[config.mk]
export PLATFORM = sky130hd
export DESIGN_NAME = fifo_rd_ctrl
export DESIGN_NICKNAME = d
export VERILOG_FILES = /design/src/rtl/fifo_rd_ctrl.sv
export SDC_FILE = /design/constraint.sdc
export NUM_CORES = 1
export LEC_CHECK = 0
export ABC_CLOCK_PERIOD_IN_PS = 3900
export CAP_MARGIN = 0
export CORE_UTILIZATION = 47
export CTS_CLUSTER_DIAMETER = 80
export CTS_CLUSTER_SIZE = 40
export DETAILED_ROUTE_END_ITERATION = 7
export GPL_TIMING_DRIVEN = 1
export PLACE_DENSITY = 0.83
export SYNTH_ARGS = -nofsm -noshare
export SYNTH_HDL_FRONTEND = slang
export SYNTH_SLANG_ARGS = --single-unit
[constraint.sdc]
create_clock -name clk -period 3.9 [get_ports clk]
set_clock_uncertainty 0.05 [all_clocks]
set_input_delay 0.585 -clock clk [delete_from_list [all_inputs] [get_ports clk]]
set_output_delay 0.585 -clock clk [all_outputs]
set_load 0.01 [all_outputs]
[src/rtl/fifo_rd_ctrl.sv]
// -----------------------------------------------------------------------------
// fifo_rd_ctrl
//   Read-domain controller of an asynchronous FIFO. Owns the binary/Gray read
//   pointer, drives the dual-port RAM read port, publishes the Gray read
//   pointer to the write-domain synchronizer and derives a registered empty
//   flag from the synchronized Gray write pointer. A read is only issued to
//   the RAM while the FIFO is not empty; a request while empty is recorded in
//   a sticky underflow flag instead.
//
// Optional feature (compile-time macro): FIFO_RD_LEVEL_EN
//   Defined   : rd_count is the registered occupancy seen from the read side
//               and almost_empty compares it against AEMPTY_THRESH.
//   Undefined : no Gray-to-binary decode; rd_count is tied to 0 and
//               almost_empty follows empty.
//
// Parameters
//   ADDR_WIDTH     RAM address bits; pointers carry one extra wrap bit
//   AEMPTY_THRESH  almost_empty asserts when occupancy <= this value
//
// Ports
//   clk             in   read-domain clock
//   rst_n           in   asynchronous active-low reset
//   rd_en           in   consumer read request
//   wptr_gray_sync  in   Gray write pointer, already synchronized into clk
//   underflow_clr   in   clears the sticky underflow flag
//   rptr_gray       out  registered Gray read pointer
//   rd_addr         out  RAM read address (low bits of binary read pointer)
//   mem_rd_en       out  RAM read strobe, combinational rd_en & ~empty
//   rd_valid        out  RAM output valid, one cycle after an accepted read
//   empty           out  registered empty flag
//   almost_empty    out  occupancy at or below AEMPTY_THRESH
//   underflow       out  sticky: rd_en seen while empty
//   rd_count        out  occupancy seen from the read side
// -----------------------------------------------------------------------------
module fifo_rd_ctrl #(
   parameter int ADDR_WIDTH    = 6,
   parameter int AEMPTY_THRESH = 4
) (
   input  logic                  clk,
   input  logic                  rst_n,
   input  logic                  rd_en,
   input  logic [ADDR_WIDTH:0]   wptr_gray_sync,
   input  logic                  underflow_clr,
   output logic [ADDR_WIDTH:0]   rptr_gray,
   output logic [ADDR_WIDTH-1:0] rd_addr,
   output logic                  mem_rd_en,
   output logic                  rd_valid,
   output logic                  empty,
   output logic                  almost_empty,
   output logic                  underflow,
   output logic [ADDR_WIDTH:0]   rd_count
);

   localparam int PW = ADDR_WIDTH + 1;
   typedef logic [PW-1:0] ptr_t;

   // Reject thresholds that no occupancy value could ever be compared against.
   if (AEMPTY_THRESH < 0 || AEMPTY_THRESH >= (1 << PW)) begin : g_bad_thresh
      $error("fifo_rd_ctrl: AEMPTY_THRESH out of range");
   end

   function automatic ptr_t bin2gray(input ptr_t b);
      return b ^ (b >> 1);
   endfunction

   ptr_t rptr_bin;
   ptr_t rptr_bin_next;
   ptr_t rptr_gray_next;
   logic accept;
   logic empty_next;

   // A read reaches the RAM only when the registered flag says data is there.
   assign accept    = rd_en & ~empty;
   assign mem_rd_en = accept;
   assign rd_addr   = rptr_bin[ADDR_WIDTH-1:0];

   // Empty is evaluated against the post-accept pointer so the edge that
   // consumes the last entry also raises empty; no second read can slip in.
   // Comparing all PW bits keeps the "full" case (same low bits, different
   // wrap bit) from ever looking empty.
   always_comb begin
      // NOTE: every always_comb output gets a default first so no path leaves
      // it unassigned and infers a latch.
      rptr_bin_next  = rptr_bin + ptr_t'(accept);
      rptr_gray_next = bin2gray(rptr_bin_next);
      empty_next     = (rptr_gray_next == wptr_gray_sync);
   end

   always_ff @(posedge clk or negedge rst_n) begin
      if (!rst_n) begin
         rptr_bin  <= '0;
         rptr_gray <= '0;
         empty     <= 1'b1;
         rd_valid  <= 1'b0;
         underflow <= 1'b0;
      end else begin
         // NOTE: sequential state uses non-blocking assignments so every
         // register samples the pre-edge values of the others.
         rptr_bin  <= rptr_bin_next;
         rptr_gray <= rptr_gray_next;
         empty     <= empty_next;
         rd_valid  <= accept;
         // Set has priority over clear so a request arriving together with
         // the clear is never lost.
         if (rd_en && empty) begin
            underflow <= 1'b1;
         end else if (underflow_clr) begin
            underflow <= 1'b0;
         end
      end
   end

`ifdef FIFO_RD_LEVEL_EN

   localparam ptr_t AE_TH = ptr_t'(AEMPTY_THRESH);

   function automatic ptr_t gray2bin(input ptr_t g);
      ptr_t b;
      b[PW-1] = g[PW-1];
      for (int i = PW - 2; i >= 0; i--) begin
         b[i] = b[i+1] ^ g[i];
      end
      return b;
   endfunction

   ptr_t wbin;
   ptr_t rd_count_next;
   logic almost_empty_next;

   // Modular subtraction handles pointer wrap; the synchronized write pointer
   // can only lag, so the count is pessimistic just like empty.
   always_comb begin
      wbin              = gray2bin(wptr_gray_sync);
      rd_count_next     = wbin - rptr_bin_next;
      almost_empty_next = (rd_count_next <= AE_TH);
   end

   always_ff @(posedge clk or negedge rst_n) begin
      if (!rst_n) begin
         rd_count     <= '0;
         almost_empty <= 1'b1;
      end else begin
         rd_count     <= rd_count_next;
         almost_empty <= almost_empty_next;
      end
   end

`else

   assign rd_count     = '0;
   assign almost_empty = empty;

`endif

endmodule

==> flow_summary.ini, run 1 <==
[sta]
fmax_ghz = 0.365
fin_crit_sh_pct = 70.3
rsz0062_at_grt = false
tns_ns = 0
worst_slew_pin_slew_ns = 0.716
slew_headroom_pct = 52.1
hold_ws_ns = 0.491
min_period_ns = 2.74
worst_slack_ns = 1.16
slew_violations = 0
finalHoldViolCount = 0
finalSetupViolCount = 0

[power]
combPwrFrac_pct = 56.5
switching_share_pct = 39.0
p_per_area_nw_per_um2 = 768
ir_worst_vdd_uv = 387
clkPwrFrac_pct = 8.9
intPower_mw = 0.595
p_sw_mw = 0.381
power_leakage_nw = 0.535
pwr-share-seq_pct = 34.6

[clocking]
clock-root-buffer = clkbuf_4
htree_levels = 1
clockBufferDepth = 2
postCtsHoldBufs = 0
cts_sinks = 16
cts_buffers = 3
clk_pin_slew_ns = 0.09
post_cts_resized = 0
cts_tree = done
insertion_delay_ns = 0.27
postCtsSetupBuffers = 0

[critical_path]
crit_family = simple AND/OR/NAND/NOR gates
critPathKind = input pin to flip-flop
path_buf_inv = 1
crit_start = rd_en
cpMostUsedCell = nor2b_1
cp-end-kind = flip-flop
cp.required_ns = 4.06
worstSetupStartpointType = input pin
critPathMaxStageDelay_ns = 0.48
critPathSlowestCell = ha_1
r2r_start = almost_empty
worst-r2r-setup-slack_ns = 1.57
crit_fanout = 12
cp_cell_sequence = clkdlybuf4s50_1 -> nor2b_1 -> ha_1 -> nor2b_1 -> a21oi_1 -> o2bb2ai_1 -> xor3_4 -> and4_1
arrival_ns = 2.90

[place]
hpwl_mm = 1.35
gp_congestion = 0.787
place_ws_ns = 0.866
port_buffers = 28

[logic_synthesis]
ys_ff_latch = 16
synth_area_per_cell_um2 = 10.5
seq_area_frac_synth_pct = 39.5
yosys.area.top_type = dfrtp_1
syn-cell-area_um2 = 1020
synthTopCellsByArea = dfrtp_1, xnor2_1, buf_4
synth_top_area_share_pct = 36.9
syn_inst = 97
yosysWarnings = 0
ys_types = 35

[die]
start_util_pct = 50.7
rows = 16
die_x_um = 48.5
die_area_um2 = 2350
ios = 36
fp.coreArea_um2 = 2000
die_h_um = 48.5

[grt]
grtUsageTotal_pct = 17.8
antenna_found_initial = 0
grt_overflow = 0
grt_max_degree = 17
grt_pass1_wl_mm = 3.22
grt_pass1_vias = 715

[detailed_routing]
route.detailed.drc = 0
viasPerCell = 5.04
antenna_left = 0
vias = 741
wl_per_cell_um = 12.1
initialDrtViolationCount = 8
first_pass_iters = 4
totalWireLength_mm = 1.78

[layout]
fin_nets = 134
n_antenna_cell = 0
final_cell_mix = clkdlybuf4s50_1, dfrtp_1, xnor2_1, conb_1, xor2_1
final_common_cell = clkdlybuf4s50_1
drive_gt1_share_pct = 5.83
area_delta_synth_final_pct = 25.0

[status]
status = complete, no violations

[min_path]
min_path_type = flip-flop to flip-flop
hp-start = underflow

[run]
drv_cap = 0
## per-stage QoR
stage / power [mW] / area [µm²] / instances / utilization [%]
after floorplan: 0.721 / 1040 / 103 / -
after global placement: 0.871 / 1240 / 143 / 62.1
after detailed placement: 0.891 / 1240 / 143 / 62.1
after CTS: 0.979 / 1270 / 147 / 63.4
after global routing: 1.05 / 1270 / 147 / 63.4
final: 0.976 / 1270 / 147 / 63.4
## power groups by stage
stage                     registers [mW]  clock network [mW]  logic [mW]
after detailed placement           0.342                   0       0.549
after global placement             0.336                   0       0.535
after floorplan                    0.310                   0       0.411
after CTS                          0.338              0.0890       0.552
after global routing               0.355              0.0968       0.599
final                              0.338              0.0867       0.552
## synthesized netlist by cell type, drive strengths merged
| cell type | number |
|---|---|
| a21boi | 1 |
| o211a | 1 |
| o211ai | 1 |
| ha | 2 |
| nor2b | 3 |
| and4 | 1 |
| o21ai | 5 |
| o2bb2ai | 2 |
| and2b | 1 |
| or3 | 1 |
| nor2 | 2 |
| xor3 | 1 |
| inv | 5 |
| o221ai | 2 |
| a21oi | 3 |
| dfstp | 1 |
| mux2i | 1 |
| nand3 | 2 |
| nand4b | 1 |
| xor2 | 6 |
| dfrtp | 15 |
| clkbuf | 1 |
| o32a | 1 |
| or2b | 1 |
| conb | 1 |
| o21a | 2 |
| nand4 | 2 |
| xnor2 | 10 |
| xnor3 | 1 |
| nor3 | 2 |
| buf | 14 |
| nand2 | 5 |
## worst reg2reg max path, delay by kind of cell (launching register included)
kind / cells / cell delay (ns)
compound gates: 2 / 0.32
xor+xnor: 1 / 0.36
fa+ha+maj: 1 / 0.48
flops: 1 / 0.39
simple gates: 3 / 0.67
## sequential cells by signal (all words and copies together) (netlist names)
register and flops:
underflow 1, rd_valid 1, rptr_gray 6, rptr_bin 7, almost_empty 1
## routing by layer
layer,global-route usage (%),part of all wire [%],up-vias
met1,21.8,43,351
met5,0,0,-
met3,3.46,4.2,4
met2,29.6,50,28
li1,-,-,358
met4,9.80,2.6,0
## worst paths after layout
path,depth (start not counted),endpoint
max in group asynchronous,1,underflow
min in group asynchronous,1,rptr_gray[1]
max reg2reg,7,almost_empty
min reg2reg,2,underflow
max,8,almost_empty
min,2,underflow
## kinds of logic (layout without fill, tap and decap cells)
kind of cell               after synthesis  after routing  synth area share, %
buffers and inverters                   20             37                 12.6
AOI/OAI and AO/OA                       18             18                 12.3
adders and majority gates                2              2                 2.46
DFF                                     16             16                 39.5
other                                    1              7                0.369
xor gates and xnor gates                18             18                 18.7
and+or+nand+nor                         21             21                 13.1
muxes                                    1              1                0.985
## area by class of cell
cell class,count,area (µm²)
clock buffers,4,26.3
fillers,154,732
inverters,5,18.8
multi-input cells,67,509
flip-flops and latches,16,402
well taps,27,33.8
repair buffers,28,280
No activity file was read; power rests on OpenSTA's default activity.
==> run 2: changes to the inputs <==
==> config.mk (replaced) <==
export PLATFORM = sky130hd
export DESIGN_NAME = fifo_rd_ctrl
export DESIGN_NICKNAME = d
export VERILOG_FILES = /design/src/rtl/fifo_rd_ctrl.sv
export SDC_FILE = /design/constraint.sdc
export NUM_CORES = 1
export LEC_CHECK = 0
export ABC_CLOCK_PERIOD_IN_PS = 2630
export CAP_MARGIN = 0
export CORE_UTILIZATION = 44
export CTS_CLUSTER_DIAMETER = 80
export CTS_CLUSTER_SIZE = 40
export DETAILED_ROUTE_END_ITERATION = 7
export GPL_TIMING_DRIVEN = 1
export PLACE_DENSITY = 0.79
export SYNTH_ARGS = -nofsm -noshare
export SYNTH_HDL_FRONTEND = slang
export SYNTH_SLANG_ARGS = --single-unit
==> constraint.sdc (replaced) <==
create_clock -name clk -period 2.63 [get_ports clk]
set_clock_uncertainty 0.05 [all_clocks]
set_input_delay 0.3945 -clock clk [delete_from_list [all_inputs] [get_ports clk]]
set_output_delay 0.3945 -clock clk [all_outputs]
set_load 0.01 [all_outputs]
==> flow_summary.ini, run 2 (synthesis results as in run 1) <==
[status]
status = complete, no violations

[layout]
largest_reg_flops = 7
n_antenna_cell = 0
final_common_cell = clkdlybuf4s50_1
final_cell_mix = clkdlybuf4s50_1, dfrtp_1, xnor2_1, conb_1, xor2_1
fin_util_pct = 59.9
top_register = rptr_bin
fin_nets = 138
drive_gt1_share_pct = 9.68
top_regs = rptr_bin (7), rptr_gray (6)
area_delta_synth_final_pct = 29.1

[sta]
finalSetupViolCount = 0
finalHoldViolCount = 0
hold_ws_ns = 0.472
fin_crit_sh_pct = 91.1
slew_violations = 0
tns_ns = 0
min_period_ns = 2.40
fmax_ghz = 0.417
rsz0062_at_grt = false
slew_headroom_pct = 52.3
worst_slew_pin_slew_ns = 0.714

[die]
die_h_um = 50.1
die_x_um = 50.1
rows = 17
ios = 36
fp.coreArea_um2 = 2190
die_area_um2 = 2510
start_util_pct = 46.4

[clocking]
clk_pin_slew_ns = 0.10
clock-root-buffer = clkbuf_4
insertion_delay_ns = 0.29
clockBufferDepth = 2
postCtsHoldBufs = 0
postCtsSetupBuffers = 0
cts_tree = done
htree_levels = 1
cts_sinks = 16
post_cts_resized = 0
cts_buffers = 3

[grt]
grt_max_degree = 17
antenna_found_initial = 0
grtUsageTotal_pct = 16.5
grt_pass1_wl_mm = 3.07
grt_pass1_vias = 661
grt_overflow = 0

[critical_path]
arrival_ns = 2.57
worstSetupStartpointType = input pin
crit_fanout = 6
cp.required_ns = 2.81
cp-end-kind = flip-flop
critPathKind = input pin to flip-flop

[place]
port_buffers = 28
gp_congestion = 0.754
hpwl_mm = 1.34

[power]
p_per_area_nw_per_um2 = 1140
power_leakage_nw = 0.561
ir_worst_vdd_uv = 462

[detailed_routing]
initialDrtViolationCount = 10
vias = 729
wl_per_cell_um = 11.6
viasPerCell = 4.80
first_pass_iters = 4
antenna_left = 0
route.detailed.drc = 0
totalWireLength_mm = 1.77

[min_path]
min_path_type = input pin to asynchronous set/reset pin

[run]
drv_cap = 0
==> run 2: changes by cell type in the layout (fill, tap and decap cells not counted), sizes merged <==
cell / change
buf: +4
==> run 2: critical path, stage by stage <==
cell and delay [ns]:
clkdlybuf4s50_1 0.47, nor2b_1 0.25, ha_1 0.31, or2b_2 0.34, o32a_1 0.29, o211a_1 0.12, mux2i_1 0.19, and4_1 0.20
==> run 2: layout make-up <==
cell class / count / area, µm²
Timing Repair Buffer: 32 / 310
Multi-Input combinational cell: 67 / 509
Clock buffer: 4 / 36.3
Inverter: 5 / 18.8
Sequential cell: 16 / 402
Tap cell: 28 / 35.0
Fill cell: 180 / 880
==> run 2: worst paths after layout <==
check | from | endpoint | slack [ns] | depth (start not counted)
min in group clk | almost_empty | underflow | 0.48 | 2
max | rd_en | almost_empty | 0.23 | 8
max reg2reg | almost_empty | almost_empty | 0.46 | 7
min reg2reg | almost_empty | underflow | 0.48 | 2
max in group asynchronous | rst_n | rptr_bin[2] | 1.60 | 1
min | rst_n | rptr_gray[4] | 0.47 | 1
==> run 2: layer usage <==
metal	track usage [%]	wire length (µm)
met4	4.29	16
met2	26.9	834
met5	0	0
met3	4.01	95
met1	21.6	822
==> run 2: through the flow <==
step | setup WS [ns] | instance area, µm² | std cells | total power, mW
after floorplan | 0.489 | 1040 | 103 | 1.07
after global placement | -0.0255 | 1270 | 148 | 1.33
after detailed placement | -0.0369 | 1270 | 148 | 1.35
after CTS | 0.229 | 1310 | 152 | 1.51
after global routing | 0.132 | 1310 | 152 | 1.62
final | 0.234 | 1310 | 152 | 1.50
==> run 2: report_power, final <==
| part | total [mW] | internal, mW | switching (mW) | leakage, nW |
|---|---|---|---|---|
| Combinational | 0.836 | 0.496 | 0.340 | 0.346 |
| Clock | 0.163 | 0.0842 | 0.0791 | 0.0210 |
| Sequential | 0.499 | 0.353 | 0.145 | 0.194 |
